File: src/rtl/mem_access_unit.sv
// Load/store unit between the MEM stage and a word-wide synchronous-read RAM: sub-word loads, read-modify-write sub-word stores.
// Define MISALIGN_TRAP_EN to flag misaligned requests instead of silently aligning them.
module mem_access_unit #(
  parameter int ADDR_W = 10
) (
  input  logic              clk,
  input  logic              rst,
  input  logic              req_valid,
  input  logic              req_we,
  input  logic [1:0]        req_size,
  input  logic              req_signed,
  input  logic [31:0]       req_addr,
  input  logic [31:0]       req_wdata,
  output logic              stall,
  output logic [31:0]       rdata,
  output logic              rdata_valid,
  output logic              misalign,
  output logic [ADDR_W-1:0] ram_addr,
  output logic [31:0]       ram_din,
  output logic              ram_we,
  input  logic [31:0]       ram_dout
);

  typedef enum logic [1:0] {IDLE, LOAD, RMW, DONE} state_t;

  state_t             r_state;
  state_t             w_next;
  logic [ADDR_W-1:0]  r_addr;
  logic [1:0]         r_size;
  logic               r_signed;
  logic [1:0]         r_off;
  logic [15:0]        r_wdata;
  logic               r_isLoad;

  logic               w_isWord;
  logic               w_isHalf;
  logic               w_misal;
  logic               w_trap;
  logic [1:0]         w_off;
  logic [7:0]         w_byte;
  logic [15:0]        w_half;
  logic [31:0]        w_ext;
  logic [31:0]        w_merged;
  logic               w_unused;

  assign w_unused = ^req_addr[31:ADDR_W+2];
  assign w_isWord = req_size[1];
  assign w_isHalf = (req_size == 2'b01);
  assign w_misal  = (w_isHalf && req_addr[0]) || (w_isWord && (req_addr[1:0] != 2'b00));

`ifdef MISALIGN_TRAP_EN
  assign w_trap = w_misal;
  assign w_off  = req_addr[1:0];
`else
  // Without trapping, the offending low address bits are simply dropped.
  assign w_trap = 1'b0;
  assign w_off  = w_isWord ? 2'b00 : (w_isHalf ? {req_addr[1], 1'b0} : req_addr[1:0]);
`endif

  assign w_byte = ram_dout[{r_off, 3'b000} +: 8];
  assign w_half = ram_dout[{r_off[1], 4'b0000} +: 16];

  always_comb begin
    w_ext = ram_dout;
    case (r_size)
      2'b00:   w_ext = {{24{r_signed & w_byte[7]}}, w_byte};
      2'b01:   w_ext = {{16{r_signed & w_half[15]}}, w_half};
      default: w_ext = ram_dout;
    endcase
  end

  always_comb begin
    w_merged = ram_dout;
    if (r_size == 2'b00)
      w_merged[{r_off, 3'b000} +: 8] = r_wdata[7:0];
    else
      w_merged[{r_off[1], 4'b0000} +: 16] = r_wdata;
  end

  always_comb begin
    w_next      = r_state;
    stall       = 1'b0;
    ram_we      = 1'b0;
    ram_din     = req_wdata;
    ram_addr    = r_addr;
    misalign    = 1'b0;
    rdata_valid = 1'b0;
    case (r_state)
      IDLE: begin
        ram_addr = req_addr[ADDR_W+1:2];
        if (req_valid) begin
          if (w_trap) begin
            misalign = 1'b1;
          end else if (req_we && w_isWord) begin
            ram_we = 1'b1;
          end else begin
            stall  = 1'b1;
            w_next = req_we ? RMW : LOAD;
          end
        end
      end
      LOAD: begin
        stall  = 1'b1;
        w_next = DONE;
      end
      RMW: begin
        stall   = 1'b1;
        ram_we  = 1'b1;
        ram_din = w_merged;
        w_next  = DONE;
      end
      DONE: begin
        rdata_valid = r_isLoad;
        w_next      = IDLE;
      end
      default: w_next = IDLE;
    endcase
    // Reset overrides everything so an in-flight RMW never writes a partial word.
    if (rst) begin
      w_next      = IDLE;
      stall       = 1'b0;
      ram_we      = 1'b0;
      misalign    = 1'b0;
      rdata_valid = 1'b0;
    end
  end

  always_ff @(posedge clk) begin
    if (rst) begin
      r_state  <= IDLE;
      rdata    <= 32'h0;
      r_addr   <= '0;
      r_size   <= 2'b00;
      r_signed <= 1'b0;
      r_off    <= 2'b00;
      r_wdata  <= 16'h0;
      r_isLoad <= 1'b0;
    end else begin
      r_state <= w_next;
      if (r_state == LOAD)
        rdata <= w_ext;
      if (r_state == IDLE) begin
        r_addr   <= req_addr[ADDR_W+1:2];
        r_size   <= w_isWord ? 2'b10 : req_size;
        r_signed <= req_signed;
        r_off    <= w_off;
        r_wdata  <= req_wdata[15:0];
        r_isLoad <= ~req_we;
      end
    end
  end

endmodule

File: config.mk
export PLATFORM = sky130hd
export DESIGN_NAME = mem_access_unit
export DESIGN_NICKNAME = d
export VERILOG_FILES = /design/src/rtl/mem_access_unit.sv
export SDC_FILE = /design/constraint.sdc
export NUM_CORES = 1
export LEC_CHECK = 0
export ABC_AREA = 1
export CORE_MARGIN = 4
export CORE_UTILIZATION = 40
export CTS_BUF_LIST = sky130_fd_sc_hd__clkbuf_8
export DETAILED_ROUTE_END_ITERATION = 12
export PLACE_DENSITY = 0.75
export REMOVE_ABC_BUFFERS = 1
export SYNTH_ARGS = -nofsm -noshare
export SYNTH_HDL_FRONTEND = slang
export SYNTH_SLANG_ARGS = --single-unit
export TNS_END_PERCENT = 100
File: constraint.sdc
create_clock -name clk -period 5.2 [get_ports clk]
set_input_delay 1.56 -clock clk [delete_from_list [all_inputs] [get_ports clk]]
set_output_delay 1.56 -clock clk [all_outputs]
set_load 0.1 [all_outputs]
Word-level counts from Yosys, hierarchy flattened
Cells that the tools add are included.
{"block": "word_totals", "wordCells": 54, "input_bits": 103, "output_inout_bits": 78, "regBits": 66}
{"block": "op_classes", "bitwise_logic": 3, "add_sub_neg": 2, "mux": 23, "n_reduce_logical": 5, "eq_ne": 7, "n_shift": 6}
{"cell": "32-bit bitwise mux", "n": 2}
{"cell": "32-bit two-way mux", "n": 2}
{"cell": "32-bit case mux with 2 select lines", "n": 1}
{"cell": "16-bit by 7-bit variable shift with 32-bit output, first input constant", "n": 1}
{"cell": "8-bit by 7-bit variable shift with 32-bit output, first input constant", "n": 1}
{"cell": "16-bit by 7-bit indexed part select with 32-bit output", "n": 1}
{"cell": "32-bit by 6-bit indexed part select with 16-bit output", "n": 1}
{"cell": "32-bit by 6-bit indexed part select with 8-bit output", "n": 1}
{"cell": "8-bit by 7-bit indexed part select with 32-bit output", "n": 1}
{"cell": "5-bit negator with 7-bit output", "n": 2}
{"cell": "10-bit two-way mux", "n": 1}
{"cell": "2-bit two-way mux", "n": 5}
{"cell": "1-bit two-way mux", "n": 9}
{"cell": "2-bit by 1-bit equality test with 1-bit output, second input constant", "n": 3}
{"cell": "2-bit case mux with 3 select lines", "n": 1}
{"cell": "2-bit equality test, second input constant", "n": 2}
{"cell": "2-bit logical NOT", "n": 2}
{"cell": "2-bit != test, second input constant", "n": 2}
{"cell": "1-bit case mux with 2 select lines", "n": 2}
{"cell": "1-bit bitwise AND", "n": 2}
{"cell": "2-bit AND reduction", "n": 1}
{"cell": "2-bit OR reduction", "n": 1}
{"cell": "1-bit logical AND", "n": 1}
{"cell": "1-bit NOT", "n": 1}

Longest topological paths before layout
Gate-level depths: netlist of run 1.
{"block": "logic_depth", "word_depth": 5, "ltp_mapped": 11, "ltp_nobuf": 9}

Worst setup path before layout of run 1
OpenSTA, ideal clock, no wires.
{"block": "synth_timing", "path_type": "input port to output port", "start": "input ram_dout[31]", "end": "output ram_din[31]", "slack_ns": -0.272, "required_ns": 3.640, "arrival_time_ns": 3.912, "path_stages": 4, "n_path_buf": 0, "path_cell_list": "inv_1 -> o21ai_0 -> o21ai_0 -> o21ai_0"}
{"block": "synth_between", "elab_chain_len": 3, "elab_cells_between_ends": 4, "cone_classes": "mux: 4"}
{"element": "from (decl)", "line": "21", "text": "input logic [31:0] ram_dout"}
{"element": "32-bit bitwise mux, on equally long branches", "line": "77, 75"}
{"element": "32-bit two-way mux (*)", "line": "74", "text": "if (r_size == 2'b00)"}
{"element": "32-bit two-way mux (*)", "line": "88", "text": "case (r_state)"}
{"element": "to (decl)", "line": "19", "text": "output logic [31:0] ram_din,"}
Every way passes the cells marked *; elsewhere a longest branch is shown, timed or not.

Worst setup path in the final report of run 1
{"block": "layout_timing", "start": "register r_off[1]", "end": "output ram_din[27]"}
{"block": "layout_between", "elab_chain_len": 5, "elab_cells_between_ends": 10, "cone_classes": "add/sub: 2; shift: 4; mux: 4"}
{"element": "from (decl)", "line": "31", "text": "logic [1:0] r_off;"}
{"element": "from (signal assigned)", "line": "146", "text": "r_off <= w_off;"}
{"element": "5-bit negator with 7-bit output, on equally long branches", "line": "77, 75"}
{"element": "16-bit by 7-bit indexed part select with 32-bit output, or another cell as far along", "line": "77", "text": "w_merged[{r_off[1], 4'b0000} +: 16] = r_wdata;"}
{"element": "32-bit bitwise mux, on equally long branches", "line": "77, 75"}
{"element": "32-bit two-way mux (*)", "line": "74"}
{"element": "32-bit two-way mux (*)", "line": "88"}
Marked as above.

==> results of run 1 <==
worst min-delay path by stage:
stage | to | from | cells past startpoint
finish | r_addr[7]$_SDFF_PP0_ | r_addr[7]$_SDFF_PP0_ | 2
global placement | r_addr[0]$_SDFF_PP0_ | r_addr[0]$_SDFF_PP0_ | 2
detailed placement | r_addr[9]$_SDFF_PP0_ | r_addr[9]$_SDFF_PP0_ | 2
global route | r_isLoad$_SDFFE_PP0P_ | r_isLoad$_SDFFE_PP0P_ | 2
floorplan | r_isLoad$_SDFFE_PP0P_ | r_isLoad$_SDFFE_PP0P_ | 2
CTS | r_addr[9]$_SDFF_PP0_ | r_addr[9]$_SDFF_PP0_ | 2
per-layer routing:
metal	global-route usage	vias up	wire (um)
met5	0	-	0
met4	0.113	0	538
met3	0.0695	34	1680
met2	0.413	280	7660
met1	0.312	2421	6540
li1	-	2629	-
sequential cells by signal, indices dropped and copies added (netlist names):
name,cells
r_addr,10
r_isLoad,1
r_state,2
r_wdata,16
r_signed,1
r_size,2
rdata,32
r_off,2
final cells by class:
class / count / area [sq um] / area share
tap: 140 / 175 / 0.0266
sequential: 66 / 1320 / 0.201
clock buffer: 10 / 138 / 0.0209
timing repair buffer: 169 / 1940 / 0.295
inverter: 64 / 245 / 0.0372
clock inverter: 6 / 138 / 0.0209
multi-input combinational: 527 / 2630 / 0.399
power breakdown:
| group | switching (mW) | internal (mW) | total [mW] |
|---|---|---|---|
| Combinational | 1.00 | 0.388 | 1.39 |
| Sequential | 0.0429 | 0.570 | 0.612 |
| Clock | 0.222 | 0.382 | 0.603 |
logic make-up after synthesis:
group | count (synthesis)
compound gates | 243
simple gates | 274
buf+inv | 114
flops | 66
other cells | 1
fa+ha+maj | 9
Yosys cell counts (7+ instances only):
| library cell | instances |
|---|---|
| nand4_1 | 11 |
| o22ai_1 | 7 |
| inv_1 | 61 |
| ha_1 | 9 |
| a21oi_2 | 10 |
| o21ai_0 | 100 |
| o211ai_1 | 31 |
| nor2_1 | 59 |
| dfxtp_1 | 66 |
| nand3_1 | 27 |
| clkbuf_1 | 36 |
| nand2_1 | 166 |
| a21oi_1 | 82 |
through the flow:
stage          cell area [sq um]  hold WS (ns)  setup slack (ns)  std cells  setup TNS, ns
3_5_place_dp                6310         0.463             0.624        966              0
2_1_floorplan               4190         0.440             -1.16        657         -19.57
6_report                    6590         0.474             0.454        982              0
4_1_cts                     6590         0.473             0.520        982              0
5_1_grt                     6590         0.502             0.211        982              0
3_3_place_gp                6310         0.456             0.602        966              0
critical path: cells and delay by family, from the launching register on:
family	cells	cell delay [ns]
adders and majority gates	1	0.40
buffers and inverters	3	0.68
and+or+nand+nor	2	0.57
AOI/OAI and AO/OA	2	0.54
DFF	1	0.61
==> flow_metrics.env, run 1 <==
export IMPL_status="finished clean"
export IMPL_hpwl_mm=11.7
export IMPL_die_h_um=113
export IMPL_post_cts_repair_setup_buffers=0
export IMPL_synth_area_sq_um=4420
export IMPL_final_common_cell="nand2_1"
export IMPL_synth_xor_xnor_area_share=0
export IMPL_synth_top_family_by_area="compound AO/OA/AOI/OAI gates"
export IMPL_reg2reg_from="r_off[1]$_SDFFE_PP0P_"
export IMPL_r2r_cells=7
export IMPL_ys_types=36
export IMPL_ys_seq_area_frac=0.299
export IMPL_synth_compound_area_frac=0.309
export IMPL_synth_top_area_frac=0.299
export IMPL_clk_latency_ns=0.36
export IMPL_die_width_um=113
export IMPL_ctsHoldBuffers=0
export IMPL_vias=5364
export IMPL_cp_common_cell="inv_1"
export IMPL_cp_max_fo=26
export IMPL_fill_cells=971
export IMPL_path_cells="inv_1, ha_1, inv_1, nand2_1, nor2_1, a21oi_1, o21ai_0, buf_12"
export IMPL_wl_mm=16.4
export IMPL_fin_util=0.608
export IMPL_cts_resized=0
export IMPL_drtIter0Drc=603
export IMPL_wl_per_cell_um=16.7
export IMPL_io_pins=181
export IMPL_tightest_slew_ns=1.05
export IMPL_max_clock_freq_ghz=0.211
export IMPL_fin_crit_ns=4.75
export IMPL_vias_per_cell=5.46
export IMPL_grt_overflow_total=0
export IMPL_initial_core_util=0.408
export IMPL_maxSlewViolCount=0
export IMPL_finalClockSkew_ns=0.00999
export IMPL_synthMuxAreaShare=0
export IMPL_grt_max_degree=43
export IMPL_arrival_ns=3.19
export IMPL_pwr_density_cell_nw_per_um2=396
export IMPL_maxSlewHeadroom=0.301
export IMPL_grt_pass1_wl_mm=26.2
export IMPL_yosysWarningCount=0
export IMPL_finalCritPeriodShare=0.913
export IMPL_cp_endpoint="ram_din[27]"
export IMPL_die_area_sq_um=12800
export IMPL_worst_r2r_setup_slack_ns=3.17
export IMPL_setup_worst_path_start="r_off[1]$_SDFFE_PP0P_"
export IMPL_grt_usage=0.253
export IMPL_drc=0
export IMPL_num_antenna_cells=0
export IMPL_critical_path_class="reg -> out"
export IMPL_core_area_sq_um=10800
export IMPL_areaGrowthSynthToFinish_pct=49.0
export IMPL_htree_num_levels=3
export IMPL_synth_adder_area_share=0.0255
export IMPL_cap_viol_max_count=0
export IMPL_r2r_end="rdata[27]$_SDFFE_PP0N_"
export IMPL_worst_path_max_delay_cell="dfxtp_2"
export IMPL_hold_path_class="reg -> reg"
export IMPL_synthArstFlopShare=0
export IMPL_slowest_delay_ns=0.61
export IMPL_row_count=38
export IMPL_crit_path_end_kind="output port"
export IMPL_worst_endpoint_required_ns=3.64
export IMPL_antenna_found_initial=0
export IMPL_hold_violations=0
export IMPL_firstDrtPassIters=7
export IMPL_yosys_area_share_simple=0.259
export IMPL_p_total_mw=2.61
export IMPL_synth_area_top_cells="dfxtp_1, nand2_1, o21ai_0"
export IMPL_synth_edf_count=0
export IMPL_finalSetupViolations=0
export IMPL_antenna_left=0
export IMPL_layout_common_cells="nand2_1, clkdlybuf4s50_1, o21ai_0"
export IMPL_numPortBuffers=159
export IMPL_ir_worst_vdd_v=0.000211
export IMPL_clk_pin_slew_worst_paths_ns=0.07
export IMPL_clock_path_buffers=2
export IMPL_cts_tree="done"
export IMPL_synth_seq_cells=66
export IMPL_synth_ff_type="dfxtp_1"
export IMPL_p_leak_nw=2.78
export IMPL_synth_area_per_cell_sq_um=6.25
export IMPL_gp_congestion=0.910
export IMPL_finalNetCount=949
export IMPL_grt_setup_unrepaired="no"
export IMPL_clock_sinks=66
export IMPL_clock_tree_root_cell="clkbuf_8"
export IMPL_syn_inst=707
export IMPL_startpoint_type="flop"
export IMPL_layout_drive_gt1_share=0.110
export IMPL_grt_pass1_vias=5341
export IMPL_yosysTopAreaCell="dfxtp_1"
export IMPL_cts_made_buffers=9
Power figures use the tool's default switching activity.
==> run 2, diff against run 1 <==
- CORE_UTILIZATION: 40 -> 45
- DONT_BUFFER_PORTS: unset -> 1
- PLACE_DENSITY: 0.75 -> 0.6
==> run 2 against run 1 <==
Compared with the run above: sequential share of layout area is 5.9 points higher; wire length is 9.6% lower; combinational power is 31% lower; flip-flop and latch count stayed put; worst setup slack better by 0.36 ns; critical path depth stayed put; die area is 10% lower; global-route usage hardly changed; largest cell class unchanged; highest routed layer unchanged.
==> flow_metrics.env, run 2 (same netlist as run 1, synthesis figures left out) <==
export IMPL_status="finished clean"
export IMPL_reg_top3="rdata x32, r_wdata x16, r_addr x10"
export IMPL_grt_pass1_wl_mm=23.2
export IMPL_crit_path_end_kind="output port"
export IMPL_layout_drive_gt1_share=0.162
export IMPL_clk_pin_slew_worst_paths_ns=0.08
export IMPL_fin_crit_ns=4.39
export IMPL_tightest_slew_ns=1.02
export IMPL_cap_viol_max_count=0
export IMPL_grt_usage=0.253
export IMPL_wl_per_cell_um=17.3
export IMPL_hpwl_mm=10.4
export IMPL_antenna_found_initial=0
export IMPL_critical_path_class="reg -> out"
export IMPL_die_h_um=107
export IMPL_largest_reg_flops=32
export IMPL_die_area_sq_um=11500
export IMPL_place_inst=840
export IMPL_final_common_cell="nand2_1"
export IMPL_post_cts_repair_setup_buffers=0
export IMPL_maxSlewViolCount=0
export IMPL_layout_common_cells="nand2_1, o21ai_0, a21oi_1"
export IMPL_p_leak_nw=2.20
export IMPL_wl_mm=14.8
export IMPL_grt_pass1_vias=4499
export IMPL_worst_path_max_delay_cell="dfxtp_1"
export IMPL_finalClockSkew_ns=0.0115
export IMPL_ctsHoldBuffers=0
export IMPL_finalSetupViolations=0
export IMPL_cts_tree="done"
export IMPL_num_antenna_cells=0
export IMPL_cts_made_buffers=9
export IMPL_clock_sinks=66
export IMPL_whs_ns=0.463
export IMPL_grt_max_degree=65
export IMPL_startpoint_type="flop"
export IMPL_io_pins=181
export IMPL_finalSetupTns_ns=0
export IMPL_fill_cells=1006
export IMPL_arrival_ns=2.83
export IMPL_clk_latency_ns=0.35
export IMPL_final_cells=856
export IMPL_cts_resized=0
export IMPL_fin_util=0.540
export IMPL_core_area_sq_um=9420
export IMPL_top_register="rdata"
export IMPL_die_width_um=107
export IMPL_numPortBuffers=0
export IMPL_maxSlewHeadroom=0.319
export IMPL_vias=4885
export IMPL_hold_path_class="reg -> reg"
export IMPL_vias_per_cell=5.71
export IMPL_worst_endpoint_required_ns=3.64
export IMPL_antenna_left=0
export IMPL_htree_num_levels=3
export IMPL_slowest_delay_ns=0.46
export IMPL_cp_max_fo=17
export IMPL_drc=0
export IMPL_gp_congestion=0.907
export IMPL_drtIter0Drc=392
export IMPL_finalNetCount=834
export IMPL_grt_setup_unrepaired="no"
export IMPL_clock_tree_root_cell="clkbuf_8"
export IMPL_max_clock_freq_ghz=0.228
export IMPL_grt_overflow_total=0
export IMPL_cp_common_cell="inv_1"
export IMPL_initial_core_util=0.469
export IMPL_ir_worst_vdd_v=0.000280
export IMPL_path_cells="inv_1, ha_1, inv_1, nand2_1, nor2_1, a21oi_1, o21ai_2, buf_4"
export IMPL_areaGrowthSynthToFinish_pct=15.1
export IMPL_hold_violations=0
export IMPL_firstDrtPassIters=5
export IMPL_clock_path_buffers=2
export IMPL_row_count=35
export IMPL_finalCritPeriodShare=0.843
export IMPL_pwr_density_cell_nw_per_um2=449
## run 2: changes by cell type in the layout (fill, tap and decap cells not counted), sizes merged
cell | previous run | this run
clkbuf | 10 | 9
bufinv | 4 | 2
clkinvlp | 0 | 2
inv | 62 | 63
clkdlybuf4s50 | 114 | 0
buf | 55 | 54
## run 2: area by class of cell
class,count,area [sq um],area share
tap,129,161,0.0317
clock inverter,7,101,0.0199
clock buffer,9,124,0.0243
multi-input combinational,527,2730,0.536
sequential,66,1320,0.260
timing repair buffer,54,405,0.0797
inverter,64,245,0.0482
## run 2: path summary, 6_finish.rpt
path	from	end	slack (ns)	cells past startpoint
setup / recovery	r_off[0]$_SDFFE_PP0P_	ram_din[28]	0.81	8
hold / removal	r_isLoad$_SDFFE_PP0P_	r_isLoad$_SDFFE_PP0P_	0.46	2
setup reg to reg	r_off[0]$_SDFFE_PP0P_	rdata[31]$_SDFFE_PP0N_	3.36	6
hold reg to reg	r_isLoad$_SDFFE_PP0P_	r_isLoad$_SDFFE_PP0P_	0.46	2
## run 2: critical path, delay by kind of cell, from the launching register on
family / cells / cell delay [ns]
AO/OA/AOI/OAI: 2 / 0.35
adder cells (fa/ha/maj): 1 / 0.42
buffers and inverters: 3 / 0.75
flip-flops: 1 / 0.46
AND/OR/NAND/NOR: 2 / 0.49
## run 2: stage by stage
step | setup slack (ns) | cell area (sq um) | power [mW]
finish | 0.815 | 5090 | 2.28
global route | 0.564 | 5090 | 2.39
CTS | 0.820 | 5090 | 2.29
detailed placement | 1.21 | 4860 | 1.79
global placement | 1.23 | 4860 | 1.78
floorplan | -1.16 | 4190 | 1.56
## run 2: routing by layer
| layer | routed length [um] | track usage | share of wire | up-vias |
|---|---|---|---|---|
| li1 | - | - | - | 2408 |
| met1 | 6080 | 0.331 | 0.41 | 2169 |
| met2 | 6400 | 0.375 | 0.43 | 262 |
| met3 | 1750 | 0.0795 | 0.12 | 46 |
| met4 | 607 | 0.121 | 0.041 | 0 |
| met5 | 0 | 0 | 0 | - |
## run 2: report_power, final
part	switching, mW	total, mW	internal (mW)
logic	0.745	0.956	0.211
clock network	0.228	0.501	0.273
registers	0.256	0.825	0.569
==> run 3, diff against run 2 <==
- clock period: 5.2 -> 4.15 ns (I/O delays scaled with it)
==> run 3 against run 2 <==
Compared with the run above: sequential share of layout area down 2.0 points; non-clock buffer count up 1; global-route usage up 0.65 points; power up 30%; first-iteration DRC count down 2.3%; critical path depth down 1; clock power up 13%; wire length up 3.9%; clock-buffer cell count up 1.
==> flow_metrics.env, run 3 (same netlist as run 1, synthesis figures left out) <==
export IMPL_clock_tree_root_cell="clkbuf_8"
export IMPL_cts_made_buffers=9
export IMPL_cts_resized=0
export IMPL_placed_area_sq_um=5300
export IMPL_final_common_cell="nand2_1"
export IMPL_top_register="rdata"
export IMPL_reg2reg_from="r_off[0]$_SDFFE_PP0P_"
export IMPL_cts_tree="done"
export IMPL_numPortBuffers=0
export IMPL_worst_endpoint_required_ns=2.90
export IMPL_drtIter0Drc=383
export IMPL_hold_violations=0
export IMPL_die_area_sq_um=11500
export IMPL_cp_top_family="buffers and inverters"
export IMPL_initial_core_util=0.469
export IMPL_final_cells=857
export IMPL_finalCritPeriodShare=0.954
export IMPL_row_count=35
export IMPL_die_h_um=107
export IMPL_core_area_sq_um=9420
export IMPL_crit_buf_inv=2
export IMPL_place_inst=841
export IMPL_ctsHoldBuffers=0
export IMPL_largest_reg_flops=32
export IMPL_r2r_end="rdata[16]$_SDFFE_PP0N_"
export IMPL_grt_setup_unrepaired="no"
export IMPL_post_cts_repair_setup_buffers=0
export IMPL_wl_per_cell_um=18.0
export IMPL_firstDrtPassIters=5
export IMPL_gp_congestion=0.896
export IMPL_worst_r2r_setup_slack_ns=2.31
export IMPL_vias_per_cell=5.73
export IMPL_wl_mm=15.4
export IMPL_max_clock_freq_ghz=0.253
export IMPL_startpoint_type="flop"
export IMPL_critical_path_class="reg -> out"
export IMPL_slowest_delay_ns=0.46
export IMPL_clk_latency_ns=0.35
export IMPL_htree_num_levels=3
export IMPL_fin_area_sq_um=5500
export IMPL_pwr_density_cell_nw_per_um2=538
export IMPL_crit_path_end_kind="output port"
export IMPL_grt_pass1_vias=4538
export IMPL_clk_pin_slew_worst_paths_ns=0.07
export IMPL_status="finished clean"
export IMPL_num_antenna_cells=0
export IMPL_reg_top3="rdata x32, r_wdata x16, r_addr x10"
export IMPL_antenna_left=0
export IMPL_clock_sinks=66
export IMPL_areaGrowthSynthToFinish_pct=24.5
export IMPL_grt_usage=0.259
export IMPL_antenna_found_initial=0
export IMPL_finalNetCount=835
export IMPL_whs_path_depth=2
export IMPL_fill_cells=872
export IMPL_drc=0
export IMPL_fin_crit_ns=3.96
export IMPL_maxSlewViolCount=0
export IMPL_grt_overflow_total=0
export IMPL_grt_pass1_wl_mm=23.8
export IMPL_hold_path_class="reg -> reg"
export IMPL_die_width_um=107
export IMPL_clock_path_buffers=2
export IMPL_io_pins=181
export IMPL_cp_max_fo=17
export IMPL_min_to="r_isLoad$_SDFFE_PP0P_"
export IMPL_r2r_cells=6
export IMPL_fin_util=0.584
export IMPL_vias=4910
export IMPL_tightest_slew_ns=1.03
export IMPL_path_cells="inv_1, ha_1, nand4_1, o22ai_1, o21bai_1, nand2_1, buf_12"
export IMPL_layout_common_cells="nand2_1, o21ai_0, a21oi_1"
export IMPL_arrival_ns=2.71
export IMPL_maxSlewHeadroom=0.315
export IMPL_hpwl_mm=11.1
export IMPL_p_leak_nw=2.35
export IMPL_finalSetupViolations=0
export IMPL_cap_viol_max_count=0
export IMPL_ir_worst_vdd_v=0.000288
export IMPL_grt_max_degree=43
export IMPL_layout_drive_gt1_share=0.165
export IMPL_finalClockSkew_ns=0.0147
export IMPL_worstHoldStart="r_isLoad$_SDFFE_PP0P_"
export IMPL_worst_path_max_delay_cell="inv_1"
run 3: power by group:
| group | total, mW | leakage, nW | internal [mW] | switching (mW) |
|---|---|---|---|---|
| logic | 1.35 | 1.71 | 0.390 | 0.963 |
| registers | 1.04 | 0.544 | 0.713 | 0.326 |
| clock network | 0.567 | 0.103 | 0.295 | 0.272 |
run 3: final cells by class:
type / instances / area (sq um) / share of cell area
multi-input cells: 527 / 2730 / 0.496
flip-flops and latches: 66 / 1320 / 0.240
repair buffers: 55 / 838 / 0.152
inverters: 64 / 245 / 0.0446
well taps: 129 / 161 / 0.0293
clock buffers: 10 / 138 / 0.0250
clock inverters: 6 / 65.1 / 0.0118
run 3: worst max-delay path by stage:
stage                                startpoint           to  slack, ns  cells past startpoint
after floorplan           r_off[1]$_SDFFE_PP0P_  ram_din[30]      -1.89                      7
after global placement    r_off[0]$_SDFFE_PP0P_  ram_din[28]       0.55                      8
after detailed placement  r_off[0]$_SDFFE_PP0P_  ram_din[26]       0.48                      8
after CTS                 r_off[0]$_SDFFE_PP0P_  ram_din[26]        0.1                      8
after global routing      r_off[0]$_SDFFE_PP0P_  ram_din[21]       0.01                      7
final                     r_off[0]$_SDFFE_PP0P_  ram_din[21]       0.19                      7
run 3: per-stage QoR:
stage | power (mW) | setup WS (ns) | hold WS (ns) | TNS (ns)
2_1_floorplan | 1.95 | -1.89 | 0.440 | -40.91
3_3_place_gp | 2.38 | 0.546 | 0.449 | 0
3_5_place_dp | 2.40 | 0.476 | 0.456 | 0
4_1_cts | 2.96 | 0.0968 | 0.466 | 0
5_1_grt | 3.08 | 0.0141 | 0.484 | 0
6_report | 2.96 | 0.193 | 0.463 | 0
run 3: per-layer routing:
| metal | track usage | wire [um] | up-vias |
|---|---|---|---|
| met4 | 0.0840 | 317 | 0 |
| met1 | 0.340 | 6440 | 2235 |
| met3 | 0.0759 | 1510 | 26 |
| li1 | - | - | 2398 |
| met5 | 0 | 0 | - |
| met2 | 0.408 | 7160 | 251 |
run 3: worst reg2reg max path: stages, from the launching register on:
cell     delay (ns)
dfxtp_1        0.45
inv_1          0.32
nor2_4         0.29
nand2_1        0.14
nand3_2        0.11
nand3_4        0.24
a21oi_1        0.23
